`src/rtl/i2c_eeprom_access_sched_pkg.sv`:
```
// i2c_eeprom_access_sched_pkg: byte-master opcodes, sequencer states and sizing helper
package i2c_eeprom_access_sched_pkg;
  localparam logic [1:0] OP_WR = 2'd0;
  localparam logic [1:0] OP_RD = 2'd1;
  localparam logic [1:0] OP_STOP = 2'd2;
  typedef enum logic [3:0] {
    S_IDLE, S_DEVW, S_MAH, S_MAL, S_WDAT, S_POLL, S_PSTOP, S_DEVR, S_RDAT, S_ABORT, S_DONE, S_ERR
  } state_t;
  function automatic int poll_w(input int pmax);
    return pmax > 255 ? $clog2(pmax + 1) : 8;
  endfunction
endpackage

```
`src/rtl/i2c_eeprom_access_sched_rr_arbiter2.sv`:
```
// rr_arbiter2: two-way round-robin arbiter, priority moves past the port granted on upd
module rr_arbiter2 (
  input  logic       clk,
  input  logic       rst_n,
  input  logic [1:0] req,
  input  logic       upd,
  output logic [1:0] gnt
);
  logic prio;
  // contention resolved by priority pointer, single requester always wins
  always_comb gnt = (&req) ? (prio ? 2'b10 : 2'b01) : req;
  // after a grant the other port gets priority
  always_ff @(posedge clk or negedge rst_n)
    if (!rst_n) prio <= 1'b0;
    else if (upd) prio <= gnt[0];
endmodule

```
`src/rtl/i2c_eeprom_access_sched.sv`:
```
// i2c_eeprom_access_sched: shares one I2C byte master between two requesters as 24Cxx read/write sequences
module i2c_eeprom_access_sched
  import i2c_eeprom_access_sched_pkg::*;
#(
  parameter logic [6:0] DEV_ADDR = 7'h50,
  parameter int ADDR_BYTES = 1,
  parameter int POLL_MAX = 255
) (
  input  logic        ICE_CLK,
  input  logic        RST_N,
  input  logic [1:0]  rq_valid,
  output logic [1:0]  rq_ready,
  input  logic [1:0]  rq_we,
  input  logic [31:0] rq_addr,
  input  logic [15:0] rq_wdata,
  output logic [1:0]  rs_valid,
  output logic        rs_err,
  output logic [7:0]  rs_rdata,
  output logic        m_cmd_valid,
  input  logic        m_cmd_ready,
  output logic [1:0]  m_cmd_op,
  output logic        m_cmd_start,
  output logic        m_cmd_stop,
  output logic        m_cmd_nack,
  output logic [7:0]  m_cmd_wdata,
  input  logic        m_rsp_valid,
  input  logic        m_rsp_nack,
  input  logic [7:0]  m_rsp_rdata,
  output logic        busy
);
  localparam int PW = poll_w(POLL_MAX);
  localparam logic [PW-1:0] PMAX = PW'(POLL_MAX);
  if (ADDR_BYTES != 1 && ADDR_BYTES != 2) begin : g_bad_addr_bytes
    $error("ADDR_BYTES must be 1 or 2");
  end
  state_t state, nxt;
  logic port, we, pend, poll_ok, rsp, cmd_st;
  logic [15:0] addr;
  logic [7:0] wdata, rdata;
  logic [PW-1:0] poll_cnt;
  logic [1:0] arb_req, gnt;
  assign arb_req = (state == S_IDLE) ? rq_valid : 2'b00;
  rr_arbiter2 u_arb (.clk(ICE_CLK), .rst_n(RST_N), .req(arb_req), .upd(|gnt), .gnt(gnt));
  assign rq_ready = gnt;
  assign busy = (state != S_IDLE) | (|gnt);
  assign cmd_st = !(state inside {S_IDLE, S_DONE, S_ERR});
  assign rsp = pend & m_rsp_valid;
  assign m_cmd_valid = cmd_st & ~pend;
  assign m_cmd_op = (state inside {S_PSTOP, S_ABORT}) ? OP_STOP : (state == S_RDAT) ? OP_RD : OP_WR;
  assign m_cmd_start = state inside {S_DEVW, S_POLL, S_DEVR};
  assign m_cmd_stop = state inside {S_WDAT, S_RDAT};
  assign m_cmd_nack = state == S_RDAT;
  assign m_cmd_wdata = (state inside {S_DEVW, S_POLL}) ? {DEV_ADDR, 1'b0} :
                       (state == S_DEVR) ? {DEV_ADDR, 1'b1} :
                       (state == S_MAH) ? addr[15:8] :
                       (state == S_MAL) ? addr[7:0] :
                       (state == S_WDAT) ? wdata : 8'h00;
  assign rs_valid = (state inside {S_DONE, S_ERR}) ? {port, ~port} : 2'b00;
  assign rs_err = state == S_ERR;
  assign rs_rdata = (state == S_DONE && !we) ? rdata : 8'h00;
  // sequencing: each command state advances only on the response to its own command
  always_comb begin
    nxt = state;
    case (state)
      S_IDLE:  if (|gnt) nxt = S_DEVW;
      S_DEVW:  if (rsp) nxt = m_rsp_nack ? S_ABORT : (ADDR_BYTES == 2 ? S_MAH : S_MAL);
      S_MAH:   if (rsp) nxt = m_rsp_nack ? S_ABORT : S_MAL;
      S_MAL:   if (rsp) nxt = m_rsp_nack ? S_ABORT : (we ? S_WDAT : S_DEVR);
      S_WDAT:  if (rsp) nxt = m_rsp_nack ? S_ERR : S_POLL;
      S_POLL:  if (rsp) nxt = S_PSTOP;
      S_PSTOP: if (rsp) nxt = poll_ok ? S_DONE : (poll_cnt == PMAX ? S_ERR : S_POLL);
      S_DEVR:  if (rsp) nxt = m_rsp_nack ? S_ABORT : S_RDAT;
      S_RDAT:  if (rsp) nxt = S_DONE;
      S_ABORT: if (rsp) nxt = S_ERR;
      default: nxt = S_IDLE;
    endcase
  end
  // state register; reset abandons any sequence and drops m_cmd_valid at once
  always_ff @(posedge ICE_CLK or negedge RST_N)
    if (!RST_N) state <= S_IDLE;
    else state <= nxt;
  // request capture, outstanding-command flag, read data and ACK-poll bookkeeping
  always_ff @(posedge ICE_CLK or negedge RST_N)
    if (!RST_N) begin
      {port, we, pend, poll_ok} <= '0;
      addr <= '0;
      wdata <= '0;
      rdata <= '0;
      poll_cnt <= '0;
    end else begin
      pend <= (m_cmd_valid & m_cmd_ready) | (pend & ~m_rsp_valid);
      if (|gnt) begin
        port <= gnt[1];
        we <= gnt[1] ? rq_we[1] : rq_we[0];
        addr <= gnt[1] ? rq_addr[31:16] : rq_addr[15:0];
        wdata <= gnt[1] ? rq_wdata[15:8] : rq_wdata[7:0];
        rdata <= '0;
      end
      if (rsp && state == S_RDAT) rdata <= m_rsp_rdata;
      if (rsp && state == S_POLL) poll_ok <= ~m_rsp_nack;
      if (rsp && state == S_WDAT) poll_cnt <= '0;
      if (rsp && state == S_PSTOP && !poll_ok) poll_cnt <= poll_cnt + 1'b1;
    end
endmodule

```
`config.mk`:
```
export PLATFORM = sky130hd
export DESIGN_NAME = i2c_eeprom_access_sched
export DESIGN_NICKNAME = d
export VERILOG_FILES = /design/src/rtl/i2c_eeprom_access_sched_pkg.sv /design/src/rtl/i2c_eeprom_access_sched_rr_arbiter2.sv /design/src/rtl/i2c_eeprom_access_sched.sv
export SDC_FILE = /design/constraint.sdc
export NUM_CORES = 1
export LEC_CHECK = 0
export CAP_MARGIN = 20
export CELL_PAD_IN_SITES_DETAIL_PLACEMENT = 0
export CELL_PAD_IN_SITES_GLOBAL_PLACEMENT = 1
export CORE_ASPECT_RATIO = 0.9
export CORE_UTILIZATION = 30
export DETAILED_ROUTE_END_ITERATION = 10
export PLACE_DENSITY_LB_ADDON = 0.1
export SLEW_MARGIN = 20
export SYNTH_ARGS = -nofsm -noshare
export SYNTH_HDL_FRONTEND = slang
export SYNTH_SLANG_ARGS = --single-unit
export TNS_END_PERCENT = 30
```
`constraint.sdc`:
```
create_clock -name ICE_CLK -period 2.3 [get_ports ICE_CLK]
set_input_delay 0.46 -clock ICE_CLK [delete_from_list [all_inputs] [get_ports ICE_CLK]]
set_output_delay 0.46 -clock ICE_CLK [all_outputs]
set_load 0.005 [all_outputs]
```
==> impl_metrics.csv <==
group,metric,value,unit
logic_synthesis,synth_adder_area_share,0.440,%
die,die_h,94.4,microns
grt,track_usage,16.6,%
timing,post-route-min-period,2.42,ns
die,start_util,31.0,%
power,p_comb_share,48.4,%
clocking,cts.clk_slew.worst_paths,0.09,ns
critical_path,crit_start,"state[0]",
logic_synthesis,ys_seq_elements,49,
critical_path,crit_required,1.84,ns
clocking,clock_latency,0.30,ns
logic_synthesis,synth_area_leaders,"dfrtp_1, mux2i_1, o21ai_0",
clocking,clockBufferDepth,2,
grt,grt_overflow_total,0,
grt,grt_first_pass_wirelength,13000,microns
cells_and_area,fin_nets,490,
logic_synthesis,synth_top_area_share,43.1,%
grt,antenna_found_initial,0,
routing,firstDrtPassIters,4,
power,p_int,0.00257,W
grt,grt_pass1_vias,2566,
logic_synthesis,synth_top_flop_cell,"dfrtp_1",
timing,setup_viol,13,
critical_path,worstSetupPathType,"reg2out",
cells_and_area,area_growth,53.0,%
routing,first_iter_violations,62,
critical_path,r2r_start,"state[0]",
flow_run,maxCapViolCount,0,
clocking,cts_buffers,5,
critical_path,reg2reg_depth,5,
logic_synthesis,synth-xor-area-share,0.308,%
placement,gp_congestion,0.768,
logic_synthesis,synth_nets,374,
cells_and_area,fill_cells,909,
critical_path,endpoint_kind,"output port",
logic_synthesis,synth_top_family_by_area,"compound AO/OA/AOI/OAI gates",
die,dieWidth,105,microns
outcome,status,"finished, violations left",
die,num_rows,33,
die,dieArea,9870,sq um
power,p_sw,0.00146,W
power,p_per_area,925,nW/um^2
routing,drcViolationCount,0,
clocking,cts.sinks,49,
routing,ant_nets,0,
power,pwr-share-clk,16.1,%
cells_and_area,final_core_util,47.5,%
logic_synthesis,yosysSeqAreaShare,43.1,%
die,core-area,9170,sq um
power,ir_worst_vdd,0.404,mV
placement,port_buffers,92,
power,p_total,0.00403,W
timing,tns,-0.553,ns
power,seq_power_share,35.5,%
logic_synthesis,syn_inst,308,
logic_synthesis,synth.avg_cell_area,9.23,sq um
routing,vias,2669,
routing,detail_route.vias_per_cell,4.88,
timing,rsz0062_at_grt,"true",
logic_synthesis,synthSimpleGateAreaFrac,18.9,%
timing,skew,0.00684,ns
logic_synthesis,yosysUniqueCellTypes,52,
logic_synthesis,async_flop_share,100,%
die,io_pins,93,
cells_and_area,layout_commonest_cell,"clkdlybuf4s50_1",
timing,worstMarginPinSlew,0.659,ns
power,swShare,36.2,%
logic_synthesis,ys_warn_count,0,
routing,wl_per_cell,14.4,microns
cells_and_area,antennaDiodeCount,0,
power,p_leak,2.07,nW
logic_synthesis,post-synth-top-area-cell,"dfrtp_1",
logic_synthesis,synth_area,2840,sq um
cells_and_area,drive_above_1_share,18.6,%
timing,hold_violations,0,
clocking,htree_levels,2,
min_path,hp-class,"in2async",
clocking,cts_tree,"yes",
grt,grt_max_degree,51,
cells_and_area,finalNonFillerCells,547,
timing,slew_headroom,56.0,%
placement,dp.final_hpwl,5790,microns
timing,drv_slew,0,
cells_and_area,layout_common_cells,"clkdlybuf4s50_1, dfrtp_1, o21ai_0",
routing,routed_wl,7890,microns
timing,timing.final.crit_share,105,%
timing,max_freq,414,MHz
logic_synthesis,synthMuxAreaShare,11.2,%
critical_path,cp_max_fo,7,
logic_synthesis,synth-compound-area-share,21.5,%
timing,worst_slack,-0.118,ns
critical_path,worstPathArrival,1.96,ns
placement,dp.cells,530,
logic_synthesis,synth_edf_count,0,
placement,place_ws,0.0436,ns
clocking,root_buffer,"clkbuf_8",
critical_path,start_kind,"register",
outcome,violations,"setup timing",
worst max-delay path, cell delays in order, from the launching register on:
cell and delay (ns):
dfrtp_2 0.47, or4_4 0.57, nor3_4 0.13, inv_1 0.05, clkdlybuf4s50_1 0.43
worst paths after layout:
check	end	slack (ns)
worst max-delay path	busy	-0.12
worst min-delay path	pend	0.18
worst max register to register	state[1]	0.30
worst min register to register	addr[7]	0.48
max in group asynchronous	wdata[2]	1.49
min in group ICE_CLK	addr[7]	0.48
cells by family (layout without fill, tap and decap cells):
family	count (synthesis)	in the layout
DFF	49	49
and+or+nand+nor	102	102
xor gates and xnor gates	1	1
AOI/OAI and AO/OA	94	94
buffers and inverters	30	147
adders and majority gates	1	1
muxes	31	31
state kept, by name, summed over array words and instances (netlist names):
name,flops
addr,16
pend,1
poll_cnt,8
poll_ok,1
port,1
rdata,8
state,4
u_arb.prio,1
wdata,8
we,1
timing repair:
item                                    CTS  global route
buffers inserted                          3             6
resized for setup                        23            17
pin swaps                                 1             2
endpoints found under the setup margin   27            21
hold buffers                              0             0
Yosys cell counts, types with 4 or more instances:
| cell type | instances |
|---|---|
| dfrtp_1 | 49 |
| a21oi_1 | 15 |
| a22o_1 | 11 |
| nand2_1 | 35 |
| nor4_1 | 4 |
| o21ai_0 | 38 |
| a2bb2oi_1 | 6 |
| mux2i_1 | 27 |
| and3_1 | 5 |
| a22oi_1 | 7 |
| nor3_1 | 6 |
| and2_1 | 8 |
| nand2b_1 | 6 |
| inv_1 | 5 |
| clkbuf_1 | 17 |
| nor2_1 | 19 |
| buf_2 | 7 |
power groups by stage:
stage | logic, W | clock network (W) | registers, W
final | 0.00195 | 0.000647 | 0.00143
after global routing | 0.00217 | 0.000705 | 0.00147
after CTS | 0.00185 | 0.000673 | 0.00143
after detailed placement | 0.00185 | 0 | 0.00144
after global placement | 0.00185 | 0 | 0.00143
after floorplan | 0.00112 | 0 | 0.00133
cell type report:
class,count,area [sq um],share of cell area [%]
clock buffers,7,86.3,1.98
flip-flops and latches,49,1230,28.3
well taps,122,153,3.51
repair buffers,134,1250,28.8
clock inverters,1,30.0,0.690
multi-input cells,229,1580,36.3
inverters,5,18.8,0.431
through the flow:
| stage | hold WS (ns) | instance area (sq um) |
|---|---|---|
| floorplan | 0.164 | 2840 |
| CTS | 0.206 | 4230 |
| global route | 0.219 | 4350 |
| detailed placement | 0.465 | 4080 |
| finish | 0.183 | 4350 |
| global placement | 0.462 | 4080 |
metal layers:
metal	vias up	part of all wire, %	GRT usage (%)
met1	1251	50	23.7
met2	66	45	26.0
met3	7	4.7	3.24
met5	-	0	0
met4	0	0.91	4.23
li1	1345	-	-
Power figures use the tool's default switching activity.
